===== src/rtl/data_mem_arbiter_if.sv =====
// Purpose : bus bundle between the two requesters, the arbiter and data_mem.
// Signals : req0_* core load/store port, req1_* debug/loader port,
//           mem_* single-port 64-bit data memory (async read, sync write).
// Modports: slave  - arbiter side
//           master - requester/memory side (testbench or surrounding SoC)
interface data_mem_arbiter_if #(
  parameter int unsigned ADDR_WIDTH = 12
);
  logic                  req0_valid;
  logic                  req0_ready;
  logic                  req0_we;
  logic [ADDR_WIDTH-1:0] req0_addr;
  logic [63:0]           req0_wdata;
  logic                  req0_resp_valid;
  logic                  req0_resp_err;
  logic [63:0]           req0_rdata;
  logic [15:0]           req0_count;

  logic                  req1_valid;
  logic                  req1_ready;
  logic                  req1_we;
  logic [ADDR_WIDTH-1:0] req1_addr;
  logic [63:0]           req1_wdata;
  logic                  req1_resp_valid;
  logic                  req1_resp_err;
  logic [63:0]           req1_rdata;
  logic [15:0]           req1_count;

  logic                  mem_we;
  logic [ADDR_WIDTH-1:0] mem_addr;
  logic [63:0]           mem_wdata;
  logic [63:0]           mem_rdata;

  modport slave (
    input  req0_valid, req0_we, req0_addr, req0_wdata,
    output req0_ready, req0_resp_valid, req0_resp_err, req0_rdata, req0_count,
    input  req1_valid, req1_we, req1_addr, req1_wdata,
    output req1_ready, req1_resp_valid, req1_resp_err, req1_rdata, req1_count,
    output mem_we, mem_addr, mem_wdata,
    input  mem_rdata
  );

  modport master (
    output req0_valid, req0_we, req0_addr, req0_wdata,
    input  req0_ready, req0_resp_valid, req0_resp_err, req0_rdata, req0_count,
    output req1_valid, req1_we, req1_addr, req1_wdata,
    input  req1_ready, req1_resp_valid, req1_resp_err, req1_rdata, req1_count,
    input  mem_we, mem_addr, mem_wdata,
    output mem_rdata
  );
endinterface


===== src/rtl/data_mem_arbiter.sv =====
// Purpose : round-robin arbiter sharing one 64-bit data memory between the
//           core LSU (port 0) and the debug/loader port (port 1).
// Ports   : clk  - single clock, rising edge
//           rst  - synchronous active-high reset
//           bus  - data_mem_arbiter_if.slave (requests, responses, counters,
//                  memory drive)
// Ready and mem_* are combinational from the current requests; responses are
// registered and appear the cycle after acceptance; counters saturate.
module data_mem_arbiter #(
  parameter int unsigned ADDR_WIDTH = 12
) (
  input  logic               clk,
  input  logic               rst,
  data_mem_arbiter_if.slave  bus
);
  localparam int unsigned DATA_W = 64;
  localparam int unsigned CNT_W  = 16;

  logic                  ptr_q, ptr_d;
  logic                  gnt0, gnt1, granted;
  logic                  sel_we, aligned;
  logic [ADDR_WIDTH-1:0] sel_addr;
  logic [DATA_W-1:0]     sel_wdata;

  logic                  resp_valid_q, resp_valid_d;
  logic                  resp_port_q,  resp_port_d;
  logic                  resp_err_q,   resp_err_d;
  logic [DATA_W-1:0]     resp_rdata_q, resp_rdata_d;
  logic [CNT_W-1:0]      cnt0_q, cnt0_d, cnt1_q, cnt1_d;

  logic                  show0, show1;

  // Grant, memory drive and next state.
  always_comb begin
    gnt0         = 1'b0;
    gnt1         = 1'b0;
    ptr_d        = ptr_q;
    cnt0_d       = cnt0_q;
    cnt1_d       = cnt1_q;
    if (!rst) begin
      if (bus.req0_valid && bus.req1_valid) begin
        gnt0 = ~ptr_q;
        gnt1 = ptr_q;
      end else begin
        gnt0 = bus.req0_valid;
        gnt1 = bus.req1_valid;
      end
    end
    granted = gnt0 | gnt1;

    sel_we    = gnt1 ? bus.req1_we    : bus.req0_we;
    sel_addr  = gnt1 ? bus.req1_addr  : bus.req0_addr;
    sel_wdata = gnt1 ? bus.req1_wdata : bus.req0_wdata;
    aligned   = (sel_addr[2:0] == 3'b000);

    bus.req0_ready = gnt0;
    bus.req1_ready = gnt1;
    bus.mem_we     = granted & sel_we & aligned;
    bus.mem_addr   = granted ? sel_addr  : '0;
    bus.mem_wdata  = granted ? sel_wdata : '0;

    // Pointer moves to the port that was not just served.
    if (gnt0)      ptr_d = 1'b1;
    else if (gnt1) ptr_d = 1'b0;

    resp_valid_d = granted;
    resp_port_d  = gnt1;
    resp_err_d   = granted & ~aligned;
    resp_rdata_d = (granted && aligned && !sel_we) ? bus.mem_rdata : '0;

    if (gnt0 && (cnt0_q != '1)) cnt0_d = cnt0_q + CNT_W'(1);
    if (gnt1 && (cnt1_q != '1)) cnt1_d = cnt1_q + CNT_W'(1);
  end

  // State and response registers.
  always_ff @(posedge clk) begin
    if (rst) begin
      ptr_q        <= 1'b0;
      resp_valid_q <= 1'b0;
      resp_port_q  <= 1'b0;
      resp_err_q   <= 1'b0;
      resp_rdata_q <= '0;
      cnt0_q       <= '0;
      cnt1_q       <= '0;
    end else begin
      ptr_q        <= ptr_d;
      resp_valid_q <= resp_valid_d;
      resp_port_q  <= resp_port_d;
      resp_err_q   <= resp_err_d;
      resp_rdata_q <= resp_rdata_d;
      cnt0_q       <= cnt0_d;
      cnt1_q       <= cnt1_d;
    end
  end

  // A response pending when reset arrives is suppressed in that same cycle.
  assign show0 = resp_valid_q & ~resp_port_q & ~rst;
  assign show1 = resp_valid_q &  resp_port_q & ~rst;

  assign bus.req0_resp_valid = show0;
  assign bus.req0_resp_err   = show0 & resp_err_q;
  assign bus.req0_rdata      = show0 ? resp_rdata_q : '0;
  assign bus.req0_count      = cnt0_q;

  assign bus.req1_resp_valid = show1;
  assign bus.req1_resp_err   = show1 & resp_err_q;
  assign bus.req1_rdata      = show1 ? resp_rdata_q : '0;
  assign bus.req1_count      = cnt1_q;
endmodule


===== src/flat_wrapper.sv =====
// flat-port wrapper written by rule: the top's interface ports become plain ports
module data_mem_arbiter_flat 
#(
  parameter int unsigned ADDR_WIDTH = 12
)
  (clk, rst, bus_req0_valid, bus_req0_we, bus_req0_addr, bus_req0_wdata, bus_req0_ready, bus_req0_resp_valid, bus_req0_resp_err, bus_req0_rdata, bus_req0_count, bus_req1_valid, bus_req1_we, bus_req1_addr, bus_req1_wdata, bus_req1_ready, bus_req1_resp_valid, bus_req1_resp_err, bus_req1_rdata, bus_req1_count, bus_mem_we, bus_mem_addr, bus_mem_wdata, bus_mem_rdata);
  data_mem_arbiter_if #(.ADDR_WIDTH(ADDR_WIDTH)) bus_i ();
  input  logic clk;
  input  logic rst;
  input wire logic [$bits(bus_i.req0_valid)-1:0] bus_req0_valid;
  input wire logic [$bits(bus_i.req0_we)-1:0] bus_req0_we;
  input wire logic [$bits(bus_i.req0_addr)-1:0] bus_req0_addr;
  input wire logic [$bits(bus_i.req0_wdata)-1:0] bus_req0_wdata;
  output wire logic [$bits(bus_i.req0_ready)-1:0] bus_req0_ready;
  output wire logic [$bits(bus_i.req0_resp_valid)-1:0] bus_req0_resp_valid;
  output wire logic [$bits(bus_i.req0_resp_err)-1:0] bus_req0_resp_err;
  output wire logic [$bits(bus_i.req0_rdata)-1:0] bus_req0_rdata;
  output wire logic [$bits(bus_i.req0_count)-1:0] bus_req0_count;
  input wire logic [$bits(bus_i.req1_valid)-1:0] bus_req1_valid;
  input wire logic [$bits(bus_i.req1_we)-1:0] bus_req1_we;
  input wire logic [$bits(bus_i.req1_addr)-1:0] bus_req1_addr;
  input wire logic [$bits(bus_i.req1_wdata)-1:0] bus_req1_wdata;
  output wire logic [$bits(bus_i.req1_ready)-1:0] bus_req1_ready;
  output wire logic [$bits(bus_i.req1_resp_valid)-1:0] bus_req1_resp_valid;
  output wire logic [$bits(bus_i.req1_resp_err)-1:0] bus_req1_resp_err;
  output wire logic [$bits(bus_i.req1_rdata)-1:0] bus_req1_rdata;
  output wire logic [$bits(bus_i.req1_count)-1:0] bus_req1_count;
  output wire logic [$bits(bus_i.mem_we)-1:0] bus_mem_we;
  output wire logic [$bits(bus_i.mem_addr)-1:0] bus_mem_addr;
  output wire logic [$bits(bus_i.mem_wdata)-1:0] bus_mem_wdata;
  input wire logic [$bits(bus_i.mem_rdata)-1:0] bus_mem_rdata;
  assign bus_i.req0_valid = bus_req0_valid;
  assign bus_i.req0_we = bus_req0_we;
  assign bus_i.req0_addr = bus_req0_addr;
  assign bus_i.req0_wdata = bus_req0_wdata;
  assign bus_req0_ready = bus_i.req0_ready;
  assign bus_req0_resp_valid = bus_i.req0_resp_valid;
  assign bus_req0_resp_err = bus_i.req0_resp_err;
  assign bus_req0_rdata = bus_i.req0_rdata;
  assign bus_req0_count = bus_i.req0_count;
  assign bus_i.req1_valid = bus_req1_valid;
  assign bus_i.req1_we = bus_req1_we;
  assign bus_i.req1_addr = bus_req1_addr;
  assign bus_i.req1_wdata = bus_req1_wdata;
  assign bus_req1_ready = bus_i.req1_ready;
  assign bus_req1_resp_valid = bus_i.req1_resp_valid;
  assign bus_req1_resp_err = bus_i.req1_resp_err;
  assign bus_req1_rdata = bus_i.req1_rdata;
  assign bus_req1_count = bus_i.req1_count;
  assign bus_mem_we = bus_i.mem_we;
  assign bus_mem_addr = bus_i.mem_addr;
  assign bus_mem_wdata = bus_i.mem_wdata;
  assign bus_i.mem_rdata = bus_mem_rdata;
  data_mem_arbiter #(.ADDR_WIDTH(ADDR_WIDTH)) u_core (.clk(clk), .rst(rst), .bus(bus_i));
endmodule

===== config.mk =====
export PLATFORM = sky130hd
export DESIGN_NAME = data_mem_arbiter_flat
export DESIGN_NICKNAME = d
export VERILOG_FILES = /design/src/rtl/data_mem_arbiter_if.sv /design/src/rtl/data_mem_arbiter.sv /design/src/flat_wrapper.sv
export SDC_FILE = /design/constraint.sdc
export NUM_CORES = 1
export LEC_CHECK = 0
export ABC_AREA = 1
export BUFFER_PORTS_ARGS = -buffer_cell sky130_fd_sc_hd__buf_2
export CORE_AREA = 10 10 174 176
export CTS_CLUSTER_DIAMETER = 60
export DETAILED_ROUTE_END_ITERATION = 12
export DIE_AREA = 0 0 184 186
export GPL_ROUTABILITY_DRIVEN = 0
export PLACE_DENSITY = 0.49
export SYNTH_ARGS = -nofsm -noshare
export SYNTH_HDL_FRONTEND = slang
export SYNTH_SLANG_ARGS = --single-unit

===== constraint.sdc =====
create_clock -name clk -period 3.1 [get_ports clk]
set_clock_uncertainty 0.1 [all_clocks]
set_input_delay 0 -clock clk [delete_from_list [all_inputs] [get_ports clk]]
set_output_delay 0 -clock clk [all_outputs]
set_load 0.1 [all_outputs]

---- Yosys cells after proc, flatten, opt, wreduce, memory -nomap -nowiden ----
Index checks and enable logic that the tools add are counted.
storage, ports and cells
  flip-flop bits (word level) ............. 100
  input bits .............................. 222
  output and inout port bits .............. 243
operators by class
  add/sub/neg operators ................... 2
  equal/unequal tests ..................... 2
  mux-type cells .......................... 13
  bitwise logic cells ..................... 15
  reductions and logical operators ........ 9
operators with widths
  operator               count
  $mux 64                4
  $add 16x1->16 const B  2
  $ne 16x16->1 const B   2
  $mux 12                2
  $and 1x1->1            9
  $mux 1                 7
  $logic_and 1x1->1      5
  $not 1->1              5
  $logic_not 3->1        1
  $reduce_bool 2->1      1
  $reduce_or 2->1        1
  $logic_not 1->1        1
  $or 1x1->1             1

---- Longest topological paths before layout ----
Gate-level depths: netlist of run 1.
  depth after elaboration ................. 9
  gate-level depth with buffers ........... 11
  gate-level depth less buffers ........... 10

---- Worst setup path before layout of run 1 ----
No wires, ideal clock.
  path type ............................... register to output
  start ................................... register u_core.resp_valid_q
  end ..................................... output port bus_req0_rdata[13]
  arrival time ............................ 4.336 ns
  data required time ...................... 3.000 ns
  path slack .............................. -1.336 ns
  cell stages (with the launch flop) ...... 7
  path through ............................ dfxtp_1 inv_1 nor3_1 inv_1 clkbuf_1 clkbuf_1 nor2_1
on the way
  word-level cells in the longest chain between the ends .. 3
RTL lines
  item                      RTL line                 RTL
  start, declared           data_mem_arbiter.sv:25   logic resp_valid_q, resp_valid_d;
  start signal, assigned    data_mem_arbiter.sv:87   resp_valid_q <= resp_valid_d;
  $and 1x1->1 (2 in a row)  data_mem_arbiter.sv:97   assign show0 = resp_valid_q & ~resp_port_q & ~rst;
  net bus_req0_resp_valid   flat_wrapper.sv:15       output wire logic [$bits(bus_i.req0_resp_valid)-1:0] bus_req0_resp_valid;
  $mux 64                   data_mem_arbiter.sv:102  assign bus.req0_rdata = show0 ? resp_rdata_q : '0;
  end, declared             flat_wrapper.sv:17       output wire logic [$bits(bus_i.req0_rdata)-1:0] bus_req0_rdata;
The timed path passes the listed nets, and every way through them passes these cells.

---- Worst setup path in the final report of run 1 ----
  start ................................... input port rst
  end ..................................... output port bus_mem_we
on the way
  word-level cells in the longest chain between the ends .. 4
RTL lines
  item                                                   RTL line                                        RTL
  start, declared                                        flat_wrapper.sv:9                               input logic rst;
  $mux 1                                                 data_mem_arbiter.sv:40                          if (!rst) begin
  $mux 12 (tied with other cells)                        data_mem_arbiter.sv:52                          sel_addr = gnt1 ? bus.req1_addr : bus.req0_addr;
  $logic_not 3->1 / $and 1x1->1 (equally long branches)  data_mem_arbiter.sv:54, data_mem_arbiter.sv:58
  $and 1x1->1 *                                          data_mem_arbiter.sv:58                          bus.mem_we = granted & sel_we & aligned;
  end, declared                                          flat_wrapper.sv:28                              output wire logic [$bits(bus_i.mem_we)-1:0] bus_mem_we;
Every way passes the cells marked *; elsewhere a longest branch is shown, timed or not.

==> impl_metrics.yaml, run 1 <==
status:
  status: "completed"
floorplanning:
  dieArea_um2: 34220
  initial_utilization_pct: 22.05
  rows: 60
  core-area_um2: 26730
  die_h_um: 186
  ios: 465
  dieWidth_um: 184
grt:
  antenna_found_initial: 8
  grt_overflow: 0
  grt_max_degree: 77
  grt_first_pass_wirelength_mm: 45.39
  grt_usage_pct: 17.07
  grt_pass1_vias: 7822
clock_network:
  cts_buffers: 9
  clkLatencyLatePin_ps: 350
  clkTransAtPathRegs_ps: 70
  cts_post_setup_buffers_inserted: 0
  cts-root-buf: "clkbuf_16"
  numClockSinks: 100
  clockBufferDepth: 2
  htreeDepth: 3
  cts_tree: "done"
sta:
  max_slew_margin_pct: 47.68
  max_freq_ghz: 0.3486
  hold_slack_ps: 93.85
  timing.final.ws_setup_ps: 231.3
  drv_slew: 0
  rsz0062_at_grt: "false"
  finalCriticalPeriod_ps: 2869
  fin_crit_sh_pct: 92.54
  worst_pin_slew_ps: 784.7
  timing_hold_violations_final: 0
  setup_viol: 0
critical_path:
  cp-start-kind: "input port"
  crit_fanout: 47
  worstPathArrival_ps: 2770
  cp.required_ps: 3000
  criticalPathCategory: "input port to output pin"
  crit_buf_inv: 6
  critical_path.top_delay_family: "buffers and inverters"
  crit_chain: "dlygate4sd3_1 -> buf_2 -> inv_1 -> nand3_1 -> nand2_2 -> buf_4 -> inv_1 -> nor3_2 -> buf_2"
  cpPeakStageDelay_ps: 560
  worst_setup_path_end_kind: "output pin"
  worst_path_max_delay_cell: "dlygate4sd3_1"
route:
  drtIter0Drc: 391
  drtPass1Iterations: 6
  avgRoutedWirePerCell_um: 16.73
  via_per_inst: 4.114
  via_count: 7628
  routed_wl_mm: 31.03
  drc: 0
  antenna_left: 0
logic_synthesis:
  yosysTopAreaCellShare_pct: 33.97
  synthesis.instances: 994
  yosysWarnings: 0
  synth_seq_area_share_pct: 33.97
  ys_ff_latch: 100
  syn_area_um2: 5893
  synth-edff-count: 0
  synth_top_area_cell: "dfxtp_1"
  synth_cell_type_count: 22
  syn_nets: 1218
  synthArstFlopShare_pct: 0
  ys.flop_type: "dfxtp_1"
  synth_area_leaders: "dfxtp_1 (34%), nor2_1 (21%), inv_1 (10%)"
  avgSynthCellArea_um2: 5.929
finish:
  area_delta_synth_final_pct: 62.65
  seq_area_um2: 2002
  final_cell_mix: "buf_2 (460), nor2_1 (313), inv_1 (162), nand2_1 (125), dfxtp_1 (100)"
  layout.cells.most_common: "buf_2"
  fill_cells: 2997
  multi_input_area_um2: 3065
  layout-drive-gt1-share_pct: 39.35
  fin_nets: 1726
  final_cell_area_um2: 9585
  fin_util_pct: 35.87
placed_design:
  hpwl_mm: 25.70
  numPortBuffers: 464
  dp_slack_ps: 687.6
  dpl_cell_area_um2: 8587
power:
  power_density_nw_per_um2: 385.4
  power.leakage_uw: 0.004918
  max-vdd-ir-drop_mv: 0.2640
job:
  max-cap-violations: 0
min_path:
  worst_hold_path_type: "input port to flip-flop"
## logic make-up after synthesis
family / synth area share, %
xor gates and xnor gates: 2.081
buffers and inverters: 15.29
AOI/OAI and AO/OA: 9.554
adders and majority gates: 0.4246
and+or+nand+nor: 38.68
DFF: 33.97
## cell type report
cell class,count,share of cell area (%)
Clock buffer,9,2.350
Multi-Input combinational cell,676,31.98
Sequential cell,100,20.89
Clock inverter,7,0.7310
Tap cell,341,4.451
Inverter,164,6.422
Timing Repair Buffer,551,33.02
Antenna cell,6,0.1566
## worst reg2reg max path, cell delays in order (launching register included)
cell and delay, ps:
dfxtp_1 410, ha_1 250, nand2_1 100, nor2_1 160, nand2_1 110, nor2_1 190
nor2_1 60, buf_4 210, inv_1 360, nand2_1 100, a21oi_1 150
## routing by layer
| layer | share of wire [%] | GRT usage [%] | vias up | routed length (µm) |
|---|---|---|---|---|
| met3 | 9.2 | 5.498 | 13 | 2845 |
| met1 | 40 | 19.80 | 3343 | 12470 |
| met4 | 0.88 | 4.523 | 2 | 272 |
| met5 | 0.039 | 0 | - | 12 |
| met2 | 50 | 29.53 | 316 | 15420 |
| li1 | - | - | 3954 | - |
## synthesized netlist by cell type (8+ instances only)
cell type	n
clkbuf_1	30
inv_1	164
nor2_2	63
o21ai_0	80
nand3_1	15
buf_6	8
nor2_1	332
a21oi_1	27
dfxtp_1	100
nand2_1	127
buf_2	15
## per-stage QoR
stage,power (µW),TNS (ps),instances
after detailed placement,2520,0,1765
after floorplan,2213,-20660,994
after global routing,3864,0,1853
final,3695,0,1854
after global placement,2521,0,1765
after CTS,3744,0,1848
## power breakdown
part	internal [µW]	switching [µW]	leakage [µW]
sequential	1300	10.2	0.000808
combinational	297	954	0.00397
clock	566	568	0.000141
total	2160	1530	0.00492
## state kept, by name, indices dropped and copies added (netlist names)
register               cells
u_core.resp_rdata_q       64
u_core.ptr_q               1
u_core.resp_valid_q        1
u_core.bus.req0_count     16
u_core.resp_err_q          1
u_core.resp_port_q         1
u_core.bus.req1_count     16
## worst paths after layout
kind                                         start                                     to  slack (ps)  cells after the start
max                                            rst                             bus_mem_we         230                      9
min                               bus_req1_addr[0]           u_core.resp_err_q$_SDFF_PP0_          90                      5
max reg2reg  u_core.bus.req0_count[0]$_SDFFE_PP0P_  u_core.bus.req0_count[9]$_SDFFE_PP0P_         840                     10
min reg2reg  u_core.bus.req0_count[8]$_SDFFE_PP0P_  u_core.bus.req0_count[8]$_SDFFE_PP0P_         430                      2
## what timing repair did
action	CTS	global route
hold buffers	67	0
resized for setup	0	5
endpoints found under the setup margin	0	15
endpoints found under the hold margin	77	0
(Power assumes the default switching activity.)
==> inputs of run 2 (changes only) <==
Clock period 3.1 ns to 3.65 ns, I/O delays scaled along.
==> impl_metrics.yaml, run 2 (synthesis results as in run 1) <==
status:
  status: "completed"
floorplanning:
  ios: 465
  dieWidth_um: 184
  die_h_um: 186
  rows: 60
  core-area_um2: 26730
  dieArea_um2: 34220
  initial_utilization_pct: 22.05
clock_network:
  cts_tree: "done"
  numClockSinks: 100
  cts_buffers: 9
  htreeDepth: 3
  cts_post_setup_buffers_inserted: 0
  cts_resized: 0
  cts-root-buf: "clkbuf_16"
  clkLatencyLatePin_ps: 360
  clkTransAtPathRegs_ps: 80
  clockBufferDepth: 2
  cts_hold_buf: 67
critical_path:
  worstPathArrival_ps: 2790
  crit_chain: "inv_1 -> nand2_1 -> nand2_2 -> nand2_2 -> buf_4 -> o21ai_0 -> nor2_1 -> buf_2"
  cp.required_ps: 3550
  crit_fanout: 76
  cpPeakStageDelay_ps: 520
  criticalPathCategory: "flip-flop to output pin"
  worst_setup_path_end_kind: "output pin"
  cp-start-kind: "flip-flop"
  worst_path_max_delay_cell: "buf_4"
  critical_path.top_delay_family: "buffers and inverters"
  crit_buf_inv: 3
  cp_common_cell: "nand2_2"
grt:
  antenna_found_initial: 4
  grt_usage_pct: 16.32
  grt_max_degree: 77
  grt_first_pass_wirelength_mm: 44.04
  grt_pass1_vias: 7845
  grt_overflow: 0
finish:
  layout.cells.most_common: "buf_2"
  fin_nets: 1720
  final_cell_area_um2: 9459
  top_register: "u_core.resp_rdata_q"
  layout-drive-gt1-share_pct: 37.77
  fin_util_pct: 35.39
  area_delta_synth_final_pct: 60.51
  largest_register_ff_count: 64
  final_cell_mix: "buf_2 (464), nor2_1 (332), inv_1 (162), nand2_1 (125), dfxtp_1 (100)"
sta:
  rsz0062_at_grt: "false"
  worst_pin_slew_ps: 954.0
  setup_viol: 0
  fin_crit_sh_pct: 79.28
  max_freq_ghz: 0.3456
  max_slew_margin_pct: 35.97
  drv_slew: 0
  timing_hold_violations_final: 0
  finalCriticalPeriod_ps: 2894
  hold_slack_ps: 48.76
  timing.final.ws_setup_ps: 756.4
  tns_ps: 0
route:
  drtPass1Iterations: 4
  drc: 0
  via_count: 7587
  via_per_inst: 4.114
  routed_wl_mm: 29.78
  avgRoutedWirePerCell_um: 16.15
  antenna_left: 0
  drtIter0Drc: 340
power:
  max-vdd-ir-drop_mv: 0.1952
  power.leakage_uw: 0.004892
  power_density_nw_per_um2: 330.2
placed_design:
  hpwl_mm: 24.50
  numPortBuffers: 464
  dp_slack_ps: 1006
  dpl_cell_area_um2: 8489
min_path:
  worst_hold_path_type: "input port to flip-flop"
job:
  max-cap-violations: 0
## run 2: final timing paths
kind / from / to / slack (ps) / cells after the start
max: u_core.ptr_q$_SDFFE_PP0N_ / bus_mem_wdata[2] / 760 / 8
min: rst / u_core.bus.req0_count[9]$_SDFFE_PP0P_ / 50 / 3
max reg2reg: u_core.ptr_q$_SDFFE_PP0N_ / u_core.bus.req1_count[0]$_SDFFE_PP0P_ / 1000 / 8
min reg2reg: u_core.bus.req1_count[8]$_SDFFE_PP0P_ / u_core.bus.req1_count[8]$_SDFFE_PP0P_ / 430 / 2
## run 2: cell type report
| type | instances | area (µm²) |
|---|---|---|
| sequential | 100 | 2002 |
| timing repair buffer | 545 | 3110 |
| inverter | 164 | 615.6 |
| multi-input combinational | 676 | 3005 |
| tap | 341 | 426.7 |
| antenna | 2 | 5.005 |
| clock buffer | 10 | 239.0 |
| fill | 2954 | 17270 |
| clock inverter | 6 | 55.05 |
## run 2: metrics by stage
step,std cells,total power [µW]
after floorplan,994,1873
after global placement,1759,2122
after detailed placement,1759,2121
after CTS,1842,3162
after global routing,1844,3265
final,1844,3124
## run 2: power breakdown
group / internal [µW] / switching (µW) / leakage (µW)
clock network: 497 / 472 / 0.000140
registers: 1100 / 9.86 / 0.000808
logic: 244 / 796 / 0.00394
total: 1850 / 1280 / 0.00489
## run 2: metal layers
metal  vias to the layer above  track usage (%)  part of all wire, %
met1                      3357            18.24                   39
met3                        19            5.323                  8.8
met2                       280            29.22                   51
met4                         2            3.999                  1.1
met5                         -                0                0.060
li1                       3929                -                    -
## run 2: worst reg2reg max path: cells and delay by family (launching register included)
family                 cells  cell delay (ps)
buffers and inverters      3              790
flip-flops                 1              350
AO/OA/AOI/OAI              2              870
AND/OR/NAND/NOR            3              430
==> inputs of run 3 (changes only) <==
Settings changed: PLACE_DENSITY 0.49 to 0.51.
Clock period 3.65 ns to 2.4 ns, I/O delays scaled along.
==> impl_metrics.yaml, run 3 (synthesis results as in run 1) <==
route:
  drtIter0Drc: 386
  routed_wl_mm: 31.27
  via_per_inst: 4.168
  drtPass1Iterations: 4
  antenna_left: 0
  avgRoutedWirePerCell_um: 16.79
  via_count: 7760
  drc: 0
critical_path:
  worst_setup_path_end_kind: "output pin"
  crit_buf_inv: 6
  cp_common_cell: "buf_2"
  worst_path_max_delay_cell: "dlygate4sd3_1"
  reg2reg_depth: 10
  cpPeakStageDelay_ps: 580
  crit_chain: "buf_2 -> dlygate4sd3_1 -> buf_4 -> nor3_4 -> inv_6 -> buf_12 -> nor2_4 -> buf_2"
  cp.required_ps: 2300
  critical_path.top_delay_family: "buffers and inverters"
  criticalPathCategory: "input port to output pin"
  cp-start-kind: "input port"
  worstPathArrival_ps: 2230
  crit_fanout: 29
  path_depth: 8
sta:
  timing.final.ws_setup_ps: 73.27
  finalCriticalPeriod_ps: 2327
  max_freq_ghz: 0.4298
  fin_crit_sh_pct: 96.95
  timing_hold_violations_final: 0
  rsz0062_at_grt: "false"
  setup_viol: 0
  drv_slew: 0
  worst_pin_slew_ps: 746.0
  max_slew_margin_pct: 50.27
floorplanning:
  initial_utilization_pct: 22.05
  core-area_um2: 26730
  rows: 60
  die_h_um: 186
  dieArea_um2: 34220
  dieWidth_um: 184
  ios: 465
clock_network:
  cts_post_setup_buffers_inserted: 0
  clkLatencyLatePin_ps: 350
  cts_buffers: 9
  clkTransAtPathRegs_ps: 70
  cts-root-buf: "clkbuf_16"
  numClockSinks: 100
  htreeDepth: 3
  clockBufferDepth: 2
  cts_tree: "done"
grt:
  antenna_found_initial: 7
  grt_max_degree: 65
  grt_first_pass_wirelength_mm: 45.91
  grt_overflow: 0
  grt_usage_pct: 17.32
  grt_pass1_vias: 7775
min_path:
  worst_hold_path_type: "input port to flip-flop"
  whs_path_depth: 7
job:
  max-cap-violations: 0
finish:
  layout.cells.most_common: "buf_2"
  largest_register_ff_count: 64
  final_cell_mix: "buf_2 (395), nor2_1 (198), inv_1 (162), nor2_2 (138), nand2_1 (125)"
  layout-drive-gt1-share_pct: 47.26
  top_register: "u_core.resp_rdata_q"
  area_delta_synth_final_pct: 92.87
  fin_nets: 1736
power:
  power_uw: 5205
  power.leakage_uw: 0.005242
  max-vdd-ir-drop_mv: 0.3102
  power_density_nw_per_um2: 458.0
placed_design:
  numPortBuffers: 464
  dp_slack_ps: 352.2
  hpwl_mm: 25.75
status:
  status: "completed"
-- run 3: changes by cell type in the layout (fill, tap and decap cells not counted), moves of 4 or more --
cell / previous run / this run
clkinv_4: 0 / 4
dfxtp_1: 100 / 96
dlygate4sd3_1: 67 / 73
nor2_4: 0 / 59
buf_4: 13 / 18
nor2_1: 332 / 198
buf_2: 464 / 395
nor2_2: 63 / 138
buf_12: 1 / 74
dfxtp_2: 0 / 4
-- run 3: worst paths after layout --
path,to,from,slack [ps]
max,bus_req0_rdata[56],rst,70
min reg2reg,u_core.bus.req1_count[1]$_SDFFE_PP0P_,u_core.bus.req1_count[1]$_SDFFE_PP0P_,420
max reg2reg,u_core.resp_rdata_q[44]$_SDFF_PP0_,u_core.ptr_q$_SDFFE_PP0N_,370
min,u_core.resp_err_q$_SDFF_PP0_,bus_req1_addr[1],40
-- run 3: worst min-delay path, stage by stage --
cell     delay (ps)
buf_2            70
nand2_1          70
nand2_1          80
nor2_2           50
nand2_1          90
nand2_1          60
inv_1            50
-- run 3: through the flow --
step / instances / utilization, % / area [µm²] / setup TNS [ps] / hold slack (ps)
4_1_cts: 1858 / 42.41 / 11330 / 0 / 40.45
6_report: 1862 / 42.53 / 11370 / 0 / 42.23
5_1_grt: 1862 / 42.53 / 11370 / 0 / 101.7
3_5_place_dp: 1769 / 38.56 / 10310 / 0 / 123.3
2_1_floorplan: 994 / - / 6571 / -348.5 / 12.22
3_3_place_gp: 1769 / 38.56 / 10310 / 0 / 117.8
-- run 3: final cells by class --
type                       instances  area (µm²)
clock inverter                     7       71.32
tap                              341       426.7
timing repair buffer             561        4335
sequential                       100        2007
multi-input combinational        676        3670
antenna                            4       10.01
clock buffer                       9       225.2
fill                            2785       15360
inverter                         164       620.6
-- run 3: timing repair --
action / CTS / global route
hold buffers: 73 / 0
gates resized for setup: 0 / 4
endpoints found under the hold margin: 72 / 0
endpoints found under the setup margin: 0 / 67
-- run 3: power by group --
group	switching [µW]	internal (µW)
combinational	1360	694
sequential	13.8	1680
clock	727	732
-- run 3: metal layers --
metal | share of wire, % | vias to the layer above | routed length (µm) | track usage, %
li1 | - | 3984 | - | -
met1 | 38 | 3448 | 11750 | 18.36
met2 | 52 | 307 | 16160 | 30.98
met3 | 9.8 | 17 | 3050 | 7.194
met4 | 0.90 | 4 | 281 | 4.589
met5 | 0.083 | - | 26 | 0
